==> config.mk <==
export PLATFORM = sky130hd
export DESIGN_NAME = period_meter
export DESIGN_NICKNAME = d
export VERILOG_FILES = /design/src/rtl/period_meter_pkg.sv /design/src/rtl/pm_edge_detect.sv /design/src/rtl/period_meter.sv
export SDC_FILE = /design/constraint.sdc
export NUM_CORES = 1
export LEC_CHECK = 0
export BUFFER_PORTS_ARGS = -buffer_cell sky130_fd_sc_hd__buf_4
export CORE_AREA = 8 8 92 110
export DETAILED_ROUTE_END_ITERATION = 8
export DIE_AREA = 0 0 100 118
export GPL_TIMING_DRIVEN = 0
export MAX_ROUTING_LAYER = met4
export PLACE_DENSITY = 0.36
export SLEW_MARGIN = 20
export SYNTH_ARGS = -nofsm -noshare
export SYNTH_HDL_FRONTEND = slang
export SYNTH_SLANG_ARGS = --single-unit
==> constraint.sdc <==
create_clock -name clk -period 3.2 [get_ports clk]
set_input_delay 0.8 -clock clk [delete_from_list [all_inputs] [get_ports clk]]
set_output_delay 0.8 -clock clk [all_outputs]
set_load 0.01 [all_outputs]
==> src/rtl/period_meter_pkg.sv <==
// Shared types and constants for the period meter.
package period_meter_pkg;

  typedef enum logic [1:0] {
    ST_IDLE  = 2'd0,
    ST_WAIT  = 2'd1,
    ST_COUNT = 2'd2,
    ST_DONE  = 2'd3
  } pm_state_t;

  localparam logic MODE_PERIOD = 1'b0;
  localparam logic MODE_PULSE  = 1'b1;

  // Edge counter width; covers N_PER up to 16.
  localparam int E_W = 5;

  // Bits needed to hold a tick-divider count of 0..div-1.
  function automatic int tick_width(input int div);
    return (div <= 2) ? 1 : $clog2(div);
  endfunction

endpackage

==> src/rtl/pm_edge_detect.sv <==
// Edge detector for the measured signal.
// With PERIOD_METER_SYNC_EN defined, si first passes a 2-flop
// synchroniser (2 extra cycles of edge latency); otherwise si must
// already be synchronous to clk.
module pm_edge_detect (
  input  logic clk,
  input  logic reset,
  input  logic si,
  output logic rise,
  output logic fall
);

  logic si_in;
  logic si_q;
  logic si_prev;

`ifdef PERIOD_METER_SYNC_EN
  logic sync_1;
  logic sync_2;

  // Two-flop synchroniser for the asynchronous input.
  always_ff @(posedge clk or posedge reset) begin
    if (reset) begin
      sync_1 <= 1'b0;
      sync_2 <= 1'b0;
    end else begin
      sync_1 <= si;
      sync_2 <= sync_1;
    end
  end

  assign si_in = sync_2;
`else
  assign si_in = si;
`endif

  // Registered sample and its previous value for edge comparison.
  always_ff @(posedge clk or posedge reset) begin
    if (reset) begin
      si_q    <= 1'b0;
      si_prev <= 1'b0;
    end else begin
      si_q    <= si_in;
      si_prev <= si_q;
    end
  end

  assign rise = si_q & ~si_prev;
  assign fall = ~si_q & si_prev;

endmodule

==> src/rtl/period_meter.sv <==
// Period / pulse-width meter measuring si in ticks of TICK_DIV clocks.
// Optional input synchroniser: define PERIOD_METER_SYNC_EN.
//
//   state    | meaning
//   ---------+------------------------------------------------------
//   ST_IDLE  | ready, waiting for start; mode latched on start
//   ST_WAIT  | waiting for the rising edge that opens the interval
//   ST_COUNT | counting ticks until the terminating edge
//   ST_DONE  | one-cycle done_tick, then back to ST_IDLE
module period_meter
  import period_meter_pkg::*;
#(
  parameter int TICK_DIV = 50000,
  parameter int CNT_W    = 10,
  parameter int N_PER    = 1
) (
  input  logic             clk,
  input  logic             reset,
  input  logic             start,
  input  logic             mode,
  input  logic             abort,
  input  logic             si,
  output logic             ready,
  output logic             done_tick,
  output logic             ovf,
  output logic [CNT_W-1:0] prd
);

  localparam int             T_W    = tick_width(TICK_DIV);
  localparam logic [T_W-1:0] T_LAST = T_W'(TICK_DIV - 1);
  localparam logic [E_W-1:0] E_LAST = E_W'(N_PER);

  pm_state_t        state;
  pm_state_t        state_nxt;
  logic             mode_q;
  logic [T_W-1:0]   t;
  logic [CNT_W-1:0] p;
  logic [E_W-1:0]   e;
  logic [E_W-1:0]   e_inc;
  logic             ovf_q;

  logic si_rise;
  logic si_fall;
  logic load_mode;
  logic start_meas;
  logic tick_en;
  logic edge_inc;

  pm_edge_detect u_edge (
    .clk   (clk),
    .reset (reset),
    .si    (si),
    .rise  (si_rise),
    .fall  (si_fall)
  );

  assign e_inc = e + E_W'(1);

  // State register.
  always_ff @(posedge clk or posedge reset) begin
    if (reset) state <= ST_IDLE;
    else       state <= state_nxt;
  end

  // Next-state and datapath strobes; abort beats the terminating edge,
  // and a terminating edge suppresses the tick of that same cycle.
  always_comb begin
    state_nxt  = state;
    load_mode  = 1'b0;
    start_meas = 1'b0;
    tick_en    = 1'b0;
    edge_inc   = 1'b0;
    case (state)
      ST_IDLE: begin
        if (start) begin
          state_nxt = ST_WAIT;
          load_mode = 1'b1;
        end
      end
      ST_WAIT: begin
        if (abort) begin
          state_nxt = ST_IDLE;
        end else if (si_rise) begin
          state_nxt  = ST_COUNT;
          start_meas = 1'b1;
        end
      end
      ST_COUNT: begin
        if (abort) begin
          state_nxt = ST_IDLE;
        end else if (mode_q == MODE_PULSE) begin
          if (si_fall) state_nxt = ST_DONE;
          else         tick_en   = 1'b1;
        end else begin
          if (si_rise && (e_inc == E_LAST)) begin
            state_nxt = ST_DONE;
          end else begin
            edge_inc = si_rise;
            tick_en  = 1'b1;
          end
        end
      end
      ST_DONE: begin
        state_nxt = ST_IDLE;
      end
      default: begin
        state_nxt = ST_IDLE;
      end
    endcase
  end

  // Measurement datapath: mode latch, tick divider, saturating result,
  // edge counter. The opening edge was seen in the WAIT->COUNT cycle, so
  // that cycle already belongs to the interval and t restarts at 1; this
  // keeps the count edge-to-edge and the result floor(cycles/TICK_DIV).
  always_ff @(posedge clk or posedge reset) begin
    if (reset) begin
      mode_q <= MODE_PERIOD;
      t      <= '0;
      p      <= '0;
      e      <= '0;
      ovf_q  <= 1'b0;
    end else begin
      if (load_mode) mode_q <= mode;
      if (start_meas) begin
        t     <= T_W'(1);
        p     <= '0;
        e     <= '0;
        ovf_q <= 1'b0;
      end else begin
        if (edge_inc) e <= e_inc;
        if (tick_en) begin
          if (t == T_LAST) begin
            t <= '0;
            if (p == {CNT_W{1'b1}}) ovf_q <= 1'b1;
            else                    p     <= p + CNT_W'(1);
          end else begin
            t <= t + T_W'(1);
          end
        end
      end
    end
  end

  assign ready     = (state == ST_IDLE);
  assign done_tick = (state == ST_DONE);
  assign prd       = p;
  assign ovf       = ovf_q;

endmodule

# After elaboration in Yosys (flattened, before gate mapping)
# Index checks and enable logic that the tools add are counted.
# word_totals
register_bits,37
input_bits,6
output_inout_bits,13
word_cells,70
# op_classes
add_sub_neg,3
n_eq_ne,11
n_mux,35
bitwise_logic,4
reduce_logical,9
# op_table
cell,n
2-to-1 mux 16 bit,3
2-to-1 mux 10 bit,4
2-to-1 mux 1 bit,18
adder 16 x 1 -> 16 bit (second input constant),1
equality test 16 bit (second input constant),1
2-to-1 mux 2 bit,7
adder 10 x 1 -> 10 bit (second input constant),1
equality test 10 bit (second input constant),1
2-to-1 mux 5 bit,2
inequality test 4 bit (second input constant),2
case mux 2 bit (4 select lines),1
nonzero test 2 bit,4
AND reduction 3 bit,2
adder 5 x 1 -> 5 bit (second input constant),1
equality test 5 x 1 -> 1 bit (second input constant),1
equality test 2 bit (second input constant),2
inequality test 2 bit (second input constant),2
AND reduction 4 bit,1
inequality test 3 bit (second input constant),1
AND 1 bit,2
equality test 2 x 1 -> 1 bit (second input constant),1
zero test 2 bit,1
inverter 1 bit,2
logical AND 1 bit,1

# Depth between registers and ports, before layout
# Gate-level depths: netlist of run 1.
# logic_depth
ltp_word,9
ltp_mapped,9
mapped_depth_nobuf,8

# Cells and area by module
# A second synthesis of run 1 with hierarchy kept.
# hier_totals
hier_cells,239
hier_area_um2,2190.9
# by_module_without_submodules
mod,n_inst,cells_each,area_per_inst_um2,seq_area_each_um2
period_meter,1,234,2122.0,875.8
pm_edge_detect,1,5,68.8,50.0

# Least setup slack after synthesis of run 1
# OpenSTA, ideal clock, no wires.
# synth_timing
path_type,reg-to-reg
start,reg t[5]
end,reg p[7] (netlist: prd[7])
setup_ns,0.078
arrival_ns,2.375
required_time_ns,3.122
setup_slack_ns,0.747
path_stages_with_launch,8
path_buffers,1
synth_period_minus_slack_ns,2.453
cell_sequence,dfrtp_1 > or4b_1 > or4_4 > buf_6 > nor2_4 > nand3_2 > or4_1 > a21oi_1
# synth_between
elab_chain_cells,3
# synth_lines
item,line,rtl
"start, declared",period_meter.sv:36,logic [T_W-1:0] t;
"start signal, assigned",period_meter.sv:138,t <= t + T_W'(1);
equality test 16 bit,period_meter.sv:133,if (t == T_LAST) begin
nonzero test 2 bit (no line),n/a,
AND reduction 3 bit (no line),n/a,
"end signal, assigned",period_meter.sv:136,else p <= p + CNT_W'(1);
"end, declared",period_meter.sv:37,logic [CNT_W-1:0] p;
# No other way between the ends.
# A chain may end at the register's enable or synchronous reset.

# Worst setup path in the final report of run 1
# layout_timing
start,reg e[0]
end,reg t[9]
# layout_between
elab_chain_cells,8
# layout_lines
item,line,rtl
"start, declared",period_meter.sv:38,logic [E_W-1:0] e;
"start signal, assigned",period_meter.sv:131,if (edge_inc) e <= e_inc;
adder 5 x 1 -> 5 bit,period_meter.sv:57,assign e_inc = e + E_W'(1);
equality test 5 x 1 -> 1 bit,period_meter.sv:95,if (si_rise && (e_inc == E_LAST)) begin
logical AND 1 bit,period_meter.sv:95,
2-to-1 mux 1 bit,period_meter.sv:95,
2-to-1 mux 1 bit,period_meter.sv:91,end else if (mode_q == MODE_PULSE) begin
2-to-1 mux 1 bit,period_meter.sv:89,if (abort) begin
2-to-1 mux 1 bit,period_meter.sv:73,case (state)
nonzero test 2 bit (no line),n/a,
# No other way between the ends.

==> flow_metrics.py, run 1 <==
metrics = {
    "outcome": {
        "outcome": "completed",
    },
    "cts": {
        "cts_tree": "done",
        "cts_setup_buffers": 0,
        "cts.clk_slew.worst_paths_ns": 0.08,
        "cts_resized": 0,
        "cts_sinks": 37,
        "cts-root-buf": "clkbuf_8",
        "numCtsBuffers": 5,
        "cts_max_level": 2,
        "cts.path.max_buffers": 2,
        "clk_latency_ns": 0.29,
        "ctsHoldBuffers": 0,
    },
    "timing": {
        "slew_viol_final": 0,
        "worst_slew_pin_slew_ns": 0.829,
        "finalCriticalPeriod_ns": 2.85,
        "fin_tns_setup_ns": 0,
        "finalSetupViolations": 0,
        "max_freq_ghz": 0.351,
        "setup_slack_ns": 0.354,
        "timing.hold.ws_ns": 0.410,
        "finalHoldViolCount": 0,
        "min_period_over_period_pct": 88.9,
        "fin_skew_ns": 0.0120,
        "slew_headroom_pct": 44.7,
        "grt_setup_unrepaired": "no",
    },
    "grt": {
        "grt_max_degree": 29,
        "grt_util_all_layers_pct": 9.84,
        "grt_pass1_wl_um": 8940,
        "grt_pass1_vias": 1677,
        "antenna_found_initial": 0,
        "grt-ovfl-total": 0,
    },
    "routing": {
        "first_pass_iters": 4,
        "wl_um": 5310,
        "ant_nets": 0,
        "initialDrtViolationCount": 95,
        "num_vias": 1694,
        "drc": 0,
        "vias_per_cell": 4.63,
        "drt-wirelength-per-cell_um": 14.5,
    },
    "critical_path": {
        "worst_setup_path_start_kind": "register",
        "critPathKind": "reg2reg",
        "required_ns": 3.35,
        "endpoint_kind": "register",
        "crit_path_max_fanout": 8,
        "worst-endpoint-arrival_ns": 3.00,
    },
    "layout": {
        "instances_no_fill": 366,
        "multiInputGateArea_mm2": 0.00105,
        "drive_gt1_share_pct": 15.7,
        "nFillCells": 942,
        "area_growth_syn_to_layout_pct": 18.9,
        "layout.nets": 258,
        "seq_area_um2": 926,
        "fin_util_pct": 28.7,
        "n_antenna_cell": 0,
        "fin_area_mm2": 0.00241,
    },
    "pwr": {
        "leakagePower_nw": 1.01,
        "finalPower_uw": 950,
        "ir_drop_uv": 129,
        "power_density_mw_per_mm2": 393,
    },
    "floorplan": {
        "die_y_um": 118,
        "core_mm2": 0.00843,
        "initial_utilization_pct": 24.1,
        "ios": 19,
        "die-width_um": 100,
        "num_rows": 37,
        "die_area_mm2": 0.0118,
    },
    "synthesis": {
        "synth-edff-count": 0,
        "synth_seq_area_share_pct": 45.6,
        "ys_types": 47,
        "syn_nets": 232,
        "synth-main-ff-cell": "dfrtp_1",
        "yosysWarningCount": 0,
        "async_flop_share_pct": 100,
        "synth_seq_cells": 37,
        "synth_area_mm2": 0.00203,
        "synth_area_per_cell_um2": 9.15,
        "syn_inst": 222,
    },
    "hold_path": {
        "hold_path_class": "reg2reg",
    },
    "place": {
        "placed_cells": 358,
        "dpl.hpwl_um": 3870,
        "place_ws_ns": 0.341,
        "gp_congestion": 0.729,
        "place_area_mm2": 0.00233,
        "numPortBuffers": 18,
    },
    "flow_run": {
        "cap_violations": 0,
    },
}
area by class of cell:
type                    instances  share of cell area [%]
repair buffers                 19                    6.42
clock inverters                 2                   0.415
multi-input cells             174                    43.4
inverters                       7                    1.09
flip-flops and latches         37                    38.3
well taps                     117                    6.06
clock buffers                   6                    3.01
plain buffers                   4                    1.24
registers in the layout, indices dropped and copies added (netlist names):
signal          count
mode_q              1
state               2
t                  16
prd                10
e                   5
ovf                 1
u_edge.si_prev      1
u_edge.si_q         1
layer usage:
layer / vias to the layer above / track usage, % / wire (um)
li1: 850 / - / -
met1: 824 / 11.7 / 2530
met2: 16 / 15.9 / 2660
met3: 4 / 2.01 / 64
met4: 0 / 3.51 / 60
met5: - / - / 0
path summary, 6_finish.rpt:
| path | start | end | slack, ns | cells after the start |
|---|---|---|---|---|
| worst max-delay path | e[0] | t[9] | 0.35 | 8 |
| worst min-delay path | u_edge.si_q | u_edge.si_prev | 0.41 | 0 |
| worst max register to register | e[0] | t[9] | 0.35 | 8 |
| worst min register to register | u_edge.si_q | u_edge.si_prev | 0.41 | 0 |
| max in group asynchronous | reset | t[9] | 2.33 | 3 |
| min in group asynchronous | reset | t[3] | 0.43 | 2 |
power breakdown:
group / internal [mW] / switching [mW] / total, mW
combinational: 0.0438 / 0.0563 / 0.100
sequential: 0.489 / 0.0258 / 0.515
clock: 0.152 / 0.183 / 0.334
critical path, stage by stage, from the launching register on:
cell and delay [ns]:
dfrtp_1 0.44, inv_1 0.07, ha_1 0.20, nor3b_1 0.16
and2_1 0.17, a22oi_1 0.64, nand2_1 0.35, o21ai_0 0.58
nor2_1 0.11
Yosys cell counts (3+ instances only):
library cell  count  area, um2
ha_1              4       50.1
nor2_1           31        116
dfrtp_1          37        926
inv_1             7       26.3
or2_2             5       31.3
o21ai_1           3       15.0
nand4_1           7       43.8
xnor2_1           3       26.3
o21ai_0           7       35.0
nor3b_1           4       30.0
o31ai_1           3       22.5
nand3_1          12       60.1
nor3_1            3       15.0
nand2_1          18       67.6
and2_1            4       25.0
or4_1             3       22.5
nor4_1            3       18.8
or3_1             6       37.5
a21oi_1          17       85.1
and3_1            4       25.0
xor2_1            8       70.1
cell families (layout without fill, tap and decap cells):
logic type,after synthesis,in the layout,share of synthesized area (%)
xor gates and xnor gates,11,11,4.74
muxes,3,3,1.54
AOI/OAI and AO/OA,43,43,13.0
and+or+nand+nor,113,113,29.9
DFF,37,37,45.6
buffers and inverters,11,38,2.77
adders and majority gates,4,4,2.46
cell usage in the layout, fill, tap and decap left out, types with 2 or more instances in the layout:
master    count
inv_1         6
nor4_1        3
ha_1          4
a21oi_1      17
nor3_1        3
dfrtp_1      37
and2_1        4
nor3b_1       4
or4_1         3
or4b_1        2
clkinv_2      2
o31ai_1       3
xor2_1        8
or3_1         6
nand3b_1      2
buf_6         2
clkbuf_8      5
or2_2         5
buf_4        18
and3_1        4
nand4b_1      2
mux2i_1       2
o21ai_1       3
nand2_1      18
nand4_1       7
xnor2_1       3
nand3_1      12
o21ai_0       7
clkbuf_1      3
nor2_1       31
a31oi_1       2
(Power assumes the default switching activity.)
==> run 2: changes to the inputs <==
--- a/config.mk
+++ b/config.mk
@@ -5,10 +5,12 @@
 export SDC_FILE = /design/constraint.sdc
 export NUM_CORES = 1
 export LEC_CHECK = 0
+export ABC_AREA = 1
+export ABC_CLOCK_PERIOD_IN_PS = 3200
 export BUFFER_PORTS_ARGS = -buffer_cell sky130_fd_sc_hd__buf_4
-export CORE_AREA = 8 8 92 110
+export CORE_AREA = 8 8 98 118
 export DETAILED_ROUTE_END_ITERATION = 8
-export DIE_AREA = 0 0 100 118
+export DIE_AREA = 0 0 106 126
 export GPL_TIMING_DRIVEN = 0
 export MAX_ROUTING_LAYER = met4
 export PLACE_DENSITY = 0.36
==> flow_metrics.py, run 2 <==
metrics = {
    "critical_path": {
        "slowest_delay_ns": 0.41,
        "critPathKind": "reg2out",
        "crit_chain": "nor2_1, buf_4",
        "endpoint_kind": "output pin",
        "worst_setup_path_start_kind": "register",
        "required_ns": 2.40,
        "r2r_start": "t[1]",
        "reg2reg_slack_ns": 1.45,
        "r2r_cells": 8,
        "crit_path_max_fanout": 4,
        "cpMaxStageDelayCell": "dfrtp_1",
        "timing.rr.end": "t[14]",
        "worst-endpoint-arrival_ns": 1.15,
    },
    "pwr": {
        "p_sw_share_pct": 37.2,
        "internal_power_mw": 1.09,
        "clkPwrFrac_pct": 29.5,
        "combPwrFrac_pct": 29.9,
        "p_sw_uw": 644,
        "ir_drop_uv": 219,
        "p_seq_share_pct": 40.6,
        "power_density_mw_per_mm2": 612,
        "leakagePower_nw": 1.39,
    },
    "timing": {
        "min_period_over_period_pct": 60.9,
        "finalCriticalPeriod_ns": 1.95,
        "finalHoldViolCount": 0,
        "finalSetupViolations": 0,
        "max_freq_ghz": 0.513,
        "slew_headroom_pct": 63.8,
        "grt_setup_unrepaired": "no",
        "fin_tns_setup_ns": 0,
        "worst_slew_pin_slew_ns": 0.540,
        "slew_viol_final": 0,
        "fin_skew_ns": 0.00452,
        "setup_slack_ns": 1.25,
    },
    "place": {
        "placed_cells": 476,
        "gp_congestion": 0.797,
        "place_ws_ns": 1.18,
        "dpl.hpwl_um": 4670,
        "numPortBuffers": 18,
    },
    "synthesis": {
        "yosysWarningCount": 0,
        "synth-edff-count": 0,
        "synth_seq_area_share_pct": 39.0,
        "synth_area_mm2": 0.00237,
        "synth-xor-area-share_pct": 2.95,
        "synth-main-ff-cell": "dfrtp_1",
        "syn_nets": 341,
        "synth_most_common_cell": "nand2_1",
        "synthTopCellsByArea": "dfrtp_1, nand2_1, nand3_1",
        "synth_area_per_cell_um2": 7.17,
        "synth_fa_ha_area_share_pct": 2.11,
        "synthMuxAreaShare_pct": 0,
        "syn_inst": 331,
        "synth-simple-area-share_pct": 38.2,
        "async_flop_share_pct": 100,
        "synth_compound_area_share_pct": 8.96,
        "yosys.area.top_type": "dfrtp_1",
        "synth_seq_cells": 37,
        "synth_top_family_by_area": "simple AND/OR/NAND/NOR gates",
        "netlist.area_leader.share_pct": 39.0,
        "ys_types": 26,
        "synth_common_cells": "nand2_1, dfrtp_1, nand3_1, nor2_1, inv_1",
    },
    "hold_path": {
        "hold_path_class": "reg2reg",
        "hold_end": "u_edge.si_prev",
        "hp-start": "u_edge.si_q",
        "min_path_cells": 0,
    },
    "cts": {
        "cts_max_level": 2,
        "numCtsBuffers": 5,
        "clk_latency_ns": 0.28,
        "cts_setup_buffers": 0,
        "cts.clk_slew.worst_paths_ns": 0.06,
        "cts_tree": "done",
        "cts_sinks": 37,
        "cts_resized": 0,
        "cts-root-buf": "clkbuf_16",
        "ctsHoldBuffers": 0,
        "cts.path.max_buffers": 2,
    },
    "layout": {
        "instances_no_fill": 483,
        "n_antenna_cell": 0,
        "nFillCells": 1083,
        "layout.nets": 367,
        "area_growth_syn_to_layout_pct": 19.2,
        "drive_gt1_share_pct": 17.4,
        "multiInputGateArea_mm2": 0.00124,
        "seq_area_um2": 926,
        "final_cell_mix": "nand2_1, dfrtp_1, nand3_1",
        "final_common_cell": "nand2_1",
        "largest-register": "t",
        "largest_reg_flops": 16,
    },
    "grt": {
        "grt_pass1_wl_um": 10900,
        "grt_util_all_layers_pct": 10.4,
        "grt-ovfl-total": 0,
        "grtUsageMet3_pct": 2.30,
        "antenna_found_initial": 0,
        "top_usage_layer": "met2",
        "grt_pass1_vias": 2102,
        "use_met2_pct": 16.7,
        "grtUsageMet1_pct": 12.4,
        "grt_max_degree": 28,
    },
    "routing": {
        "ant_nets": 0,
        "initialDrtViolationCount": 90,
        "drt-wirelength-per-cell_um": 13.1,
        "drc": 0,
        "wl_um": 6330,
        "first_pass_iters": 7,
        "num_vias": 2149,
        "vias_per_cell": 4.45,
    },
    "floorplan": {
        "die_y_um": 126,
        "core_mm2": 0.00976,
        "ios": 19,
        "num_rows": 40,
        "initial_utilization_pct": 24.3,
        "die_area_mm2": 0.0134,
        "die-width_um": 106,
    },
    "flow_run": {
        "cap_violations": 0,
    },
    "outcome": {
        "outcome": "completed",
    },
}
[run 2: cell count changes after synthesis, moves of 5 or more]
cell,change
a21oi_1,-9
inv_1,+27
o21ai_2,+10
nand2_2,+5
nor3_1,+5
or3_1,-6
nand3_1,+24
nand2_1,+80
[run 2: kinds of logic after synthesis]
| family | Yosys count |
|---|---|
| flip-flops | 37 |
| AND/OR/NAND/NOR | 204 |
| XOR/XNOR | 8 |
| AO/OA/AOI/OAI | 33 |
| buffers and inverters | 45 |
| adder cells (fa/ha/maj) | 4 |
[run 2: layout make-up]
cell class                 count  area share, %
tap                          126           5.57
inverter                      38           5.04
multi-input combinational    249           43.8
timing repair buffer          19           5.48
buffer                         7           2.34
clock buffer                   7           5.04
sequential                    37           32.7
[run 2: worst max path at each step]
stage              from  endpoint  slack (ns)
2_1_floorplan     abort    prd[9]        1.53
3_3_place_gp      reset    prd[5]        0.77
4_1_cts        state[1]     ready        1.24
6_report       state[1]     ready        1.25
3_5_place_dp      abort     t[13]        1.18
5_1_grt            e[1]    prd[8]        1.20
[run 2: metal layers]
layer  up-vias  routed length, um  part of all wire, %
met4         0                 95                  1.5
li1       1128                  -                    -
met1       995               2960                   47
met2        19               3110                   49
met3         7                171                  2.7
met5         -                  0                    0
[run 2: worst max-delay path, delay by kind of cell, from the launching register on]
family	cells	cell delay, ns
buf+inv	1	0.18
flops	1	0.41
simple gates	1	0.27
[run 2: power groups by stage]
stage	Sequential, mW	Combinational [mW]	Clock, mW
global route	0.724	0.598	0.538
finish	0.702	0.517	0.511
CTS	0.702	0.531	0.527
floorplan	0.679	0.401	0
global placement	0.713	0.523	0
detailed placement	0.709	0.528	0
[run 2: per-stage QoR]
stage          instance area, um2  utilization (%)  hold WS (ns)  power, mW
3_5_place_dp                 2690             27.5         0.369       1.24
2_1_floorplan                2370                -         0.354       1.08
6_report                     2830             29.0         0.378       1.73
3_3_place_gp                 2670             27.3         0.364       1.24
4_1_cts                      2830             29.0         0.383       1.76
5_1_grt                      2830             29.0         0.387       1.86
==> run 3: changes to the inputs <==
--- a/config.mk
+++ b/config.mk
@@ -5,12 +5,12 @@
 export SDC_FILE = /design/constraint.sdc
 export NUM_CORES = 1
 export LEC_CHECK = 0
-export ABC_AREA = 1
-export ABC_CLOCK_PERIOD_IN_PS = 3200
+export ABC_AREA = 0
+export ABC_CLOCK_PERIOD_IN_PS = 2000
 export BUFFER_PORTS_ARGS = -buffer_cell sky130_fd_sc_hd__buf_4
-export CORE_AREA = 8 8 98 118
+export CORE_AREA = 8 8 92 110
 export DETAILED_ROUTE_END_ITERATION = 8
-export DIE_AREA = 0 0 106 126
+export DIE_AREA = 0 0 100 118
 export GPL_TIMING_DRIVEN = 0
 export MAX_ROUTING_LAYER = met4
 export PLACE_DENSITY = 0.36
==> constraint.sdc (replaced) <==
create_clock -name clk -period 2 [get_ports clk]
set_input_delay 0.5 -clock clk [delete_from_list [all_inputs] [get_ports clk]]
set_output_delay 0.5 -clock clk [all_outputs]
set_load 0.01 [all_outputs]
==> flow_metrics.py, run 3 (synthesized netlist as in run 1, its figures left out) <==
metrics = {
    "cts": {
        "cts.path.max_buffers": 2,
        "cts_tree": "done",
        "numCtsBuffers": 5,
        "cts-root-buf": "clkbuf_8",
        "ctsHoldBuffers": 0,
        "clk_latency_ns": 0.29,
        "cts_sinks": 37,
        "cts_max_level": 2,
        "cts.clk_slew.worst_paths_ns": 0.08,
    },
    "layout": {
        "layout.nets": 276,
        "final_common_cell": "dfrtp_1",
        "final_cell_mix": "dfrtp_1, buf_4, nor2_1",
        "drive_gt1_share_pct": 32.0,
        "instances_no_fill": 383,
        "largest-register": "t",
        "nFillCells": 926,
        "n_antenna_cell": 0,
        "largest_reg_flops": 16,
        "area_growth_syn_to_layout_pct": 35.3,
    },
    "timing": {
        "min_period_over_period_pct": 123,
        "slew_headroom_pct": 61.9,
        "max_freq_ghz": 0.405,
        "slew_viol_final": 0,
        "worst_slew_pin_slew_ns": 0.571,
        "finalHoldViolCount": 0,
        "fin_skew_ns": 0.00695,
        "timing.hold.ws_ns": 0.183,
        "setup_slack_ns": -0.470,
        "finalSetupViolations": 23,
        "grt_setup_unrepaired": "yes",
        "finalCriticalPeriod_ns": 2.47,
    },
    "pwr": {
        "power_density_mw_per_mm2": 571,
        "finalPower_mw": 1.57,
        "ir_drop_uv": 247,
        "leakagePower_nw": 1.15,
    },
    "routing": {
        "drc": 0,
        "num_vias": 1830,
        "vias_per_cell": 4.78,
        "initialDrtViolationCount": 109,
        "first_pass_iters": 4,
        "ant_nets": 0,
        "drt-wirelength-per-cell_um": 15.0,
        "wl_um": 5750,
    },
    "grt": {
        "grt_util_all_layers_pct": 10.2,
        "grt-ovfl-total": 0,
        "grt_pass1_wl_um": 9220,
        "grt_pass1_vias": 1826,
        "grt_max_degree": 23,
        "antenna_found_initial": 0,
    },
    "place": {
        "dpl.hpwl_um": 3880,
        "placed_cells": 358,
        "numPortBuffers": 18,
        "place_ws_ns": -0.604,
        "gp_congestion": 0.758,
    },
    "outcome": {
        "outcome": "finished with violations",
        "violations": "setup timing",
    },
    "floorplan": {
        "ios": 19,
        "core_mm2": 0.00843,
        "die-width_um": 100,
        "die_area_mm2": 0.0118,
        "die_y_um": 118,
        "initial_utilization_pct": 24.1,
        "num_rows": 37,
    },
    "critical_path": {
        "reg2reg_slack_ns": -0.47,
        "required_ns": 2.23,
        "r2r_cells": 6,
        "worst-endpoint-arrival_ns": 2.70,
        "worst_setup_path_start_kind": "register",
        "critPathKind": "reg2reg",
        "endpoint_kind": "register",
        "crit_path_max_fanout": 4,
    },
    "flow_run": {
        "cap_violations": 0,
    },
    "hold_path": {
        "hold_path_class": "in2async",
    },
}
## run 3: area by class of cell
cell class,instances,area [um2],area share [%]
timing repair buffer,38,324,11.8
clock buffer,7,86.3,3.14
buffer,3,18.8,0.683
sequential,37,927,33.7
inverter,7,26.3,0.956
multi-input combinational,174,1220,44.4
tap,117,146,5.33
## run 3: routing by layer
metal / track usage [%] / part of all wire [%] / vias up
li1: - / - / 885
met5: - / 0 / -
met2: 16.6 / 51 / 28
met1: 11.7 / 45 / 909
met3: 2.43 / 2.5 / 8
met4: 4.27 / 1.7 / 0
## run 3: worst max-delay path, cell delays in order, from the launching register on
cell and delay (ns):
dfrtp_1 0.40, or4b_4 0.54, or4_4 0.56, nor2_4 0.14, nand3_4 0.10, or4_4 0.55, a21oi_2 0.13
## run 3: where the power goes
part	switching, mW	total, mW	internal (mW)	leakage (nW)
sequential	0.0435	0.827	0.783	0.501
combinational	0.105	0.194	0.0888	0.600
clock	0.275	0.549	0.274	0.0443
total	0.424	1.57	1.15	1.15
## run 3: final timing paths
kind,startpoint,endpoint
setup / recovery,t[13],prd[5]
hold / removal,reset,t[0]
setup reg to reg,t[13],prd[5]
hold reg to reg,u_edge.si_q,u_edge.si_prev
max in group asynchronous,reset,t[5]
min in group clk,si,u_edge.si_q
## run 3: stage by stage
stage                     cell area, um2  TNS, ns  utilization [%]
final                               2750    -5.77             32.6
after detailed placement            2340   -10.04             27.8
after CTS                           2640    -5.07             31.3
after floorplan                     2040    -2.89                -
after global placement              2320   -15.11             27.6
after global routing                2750    -8.41             32.6
## run 3: timing repair
item,4_1_cts,5_1_grt
buffers inserted,15,5
endpoints found under the setup margin,31,30
gates resized for setup,26,19
cloned,0,0
pin swaps,9,9
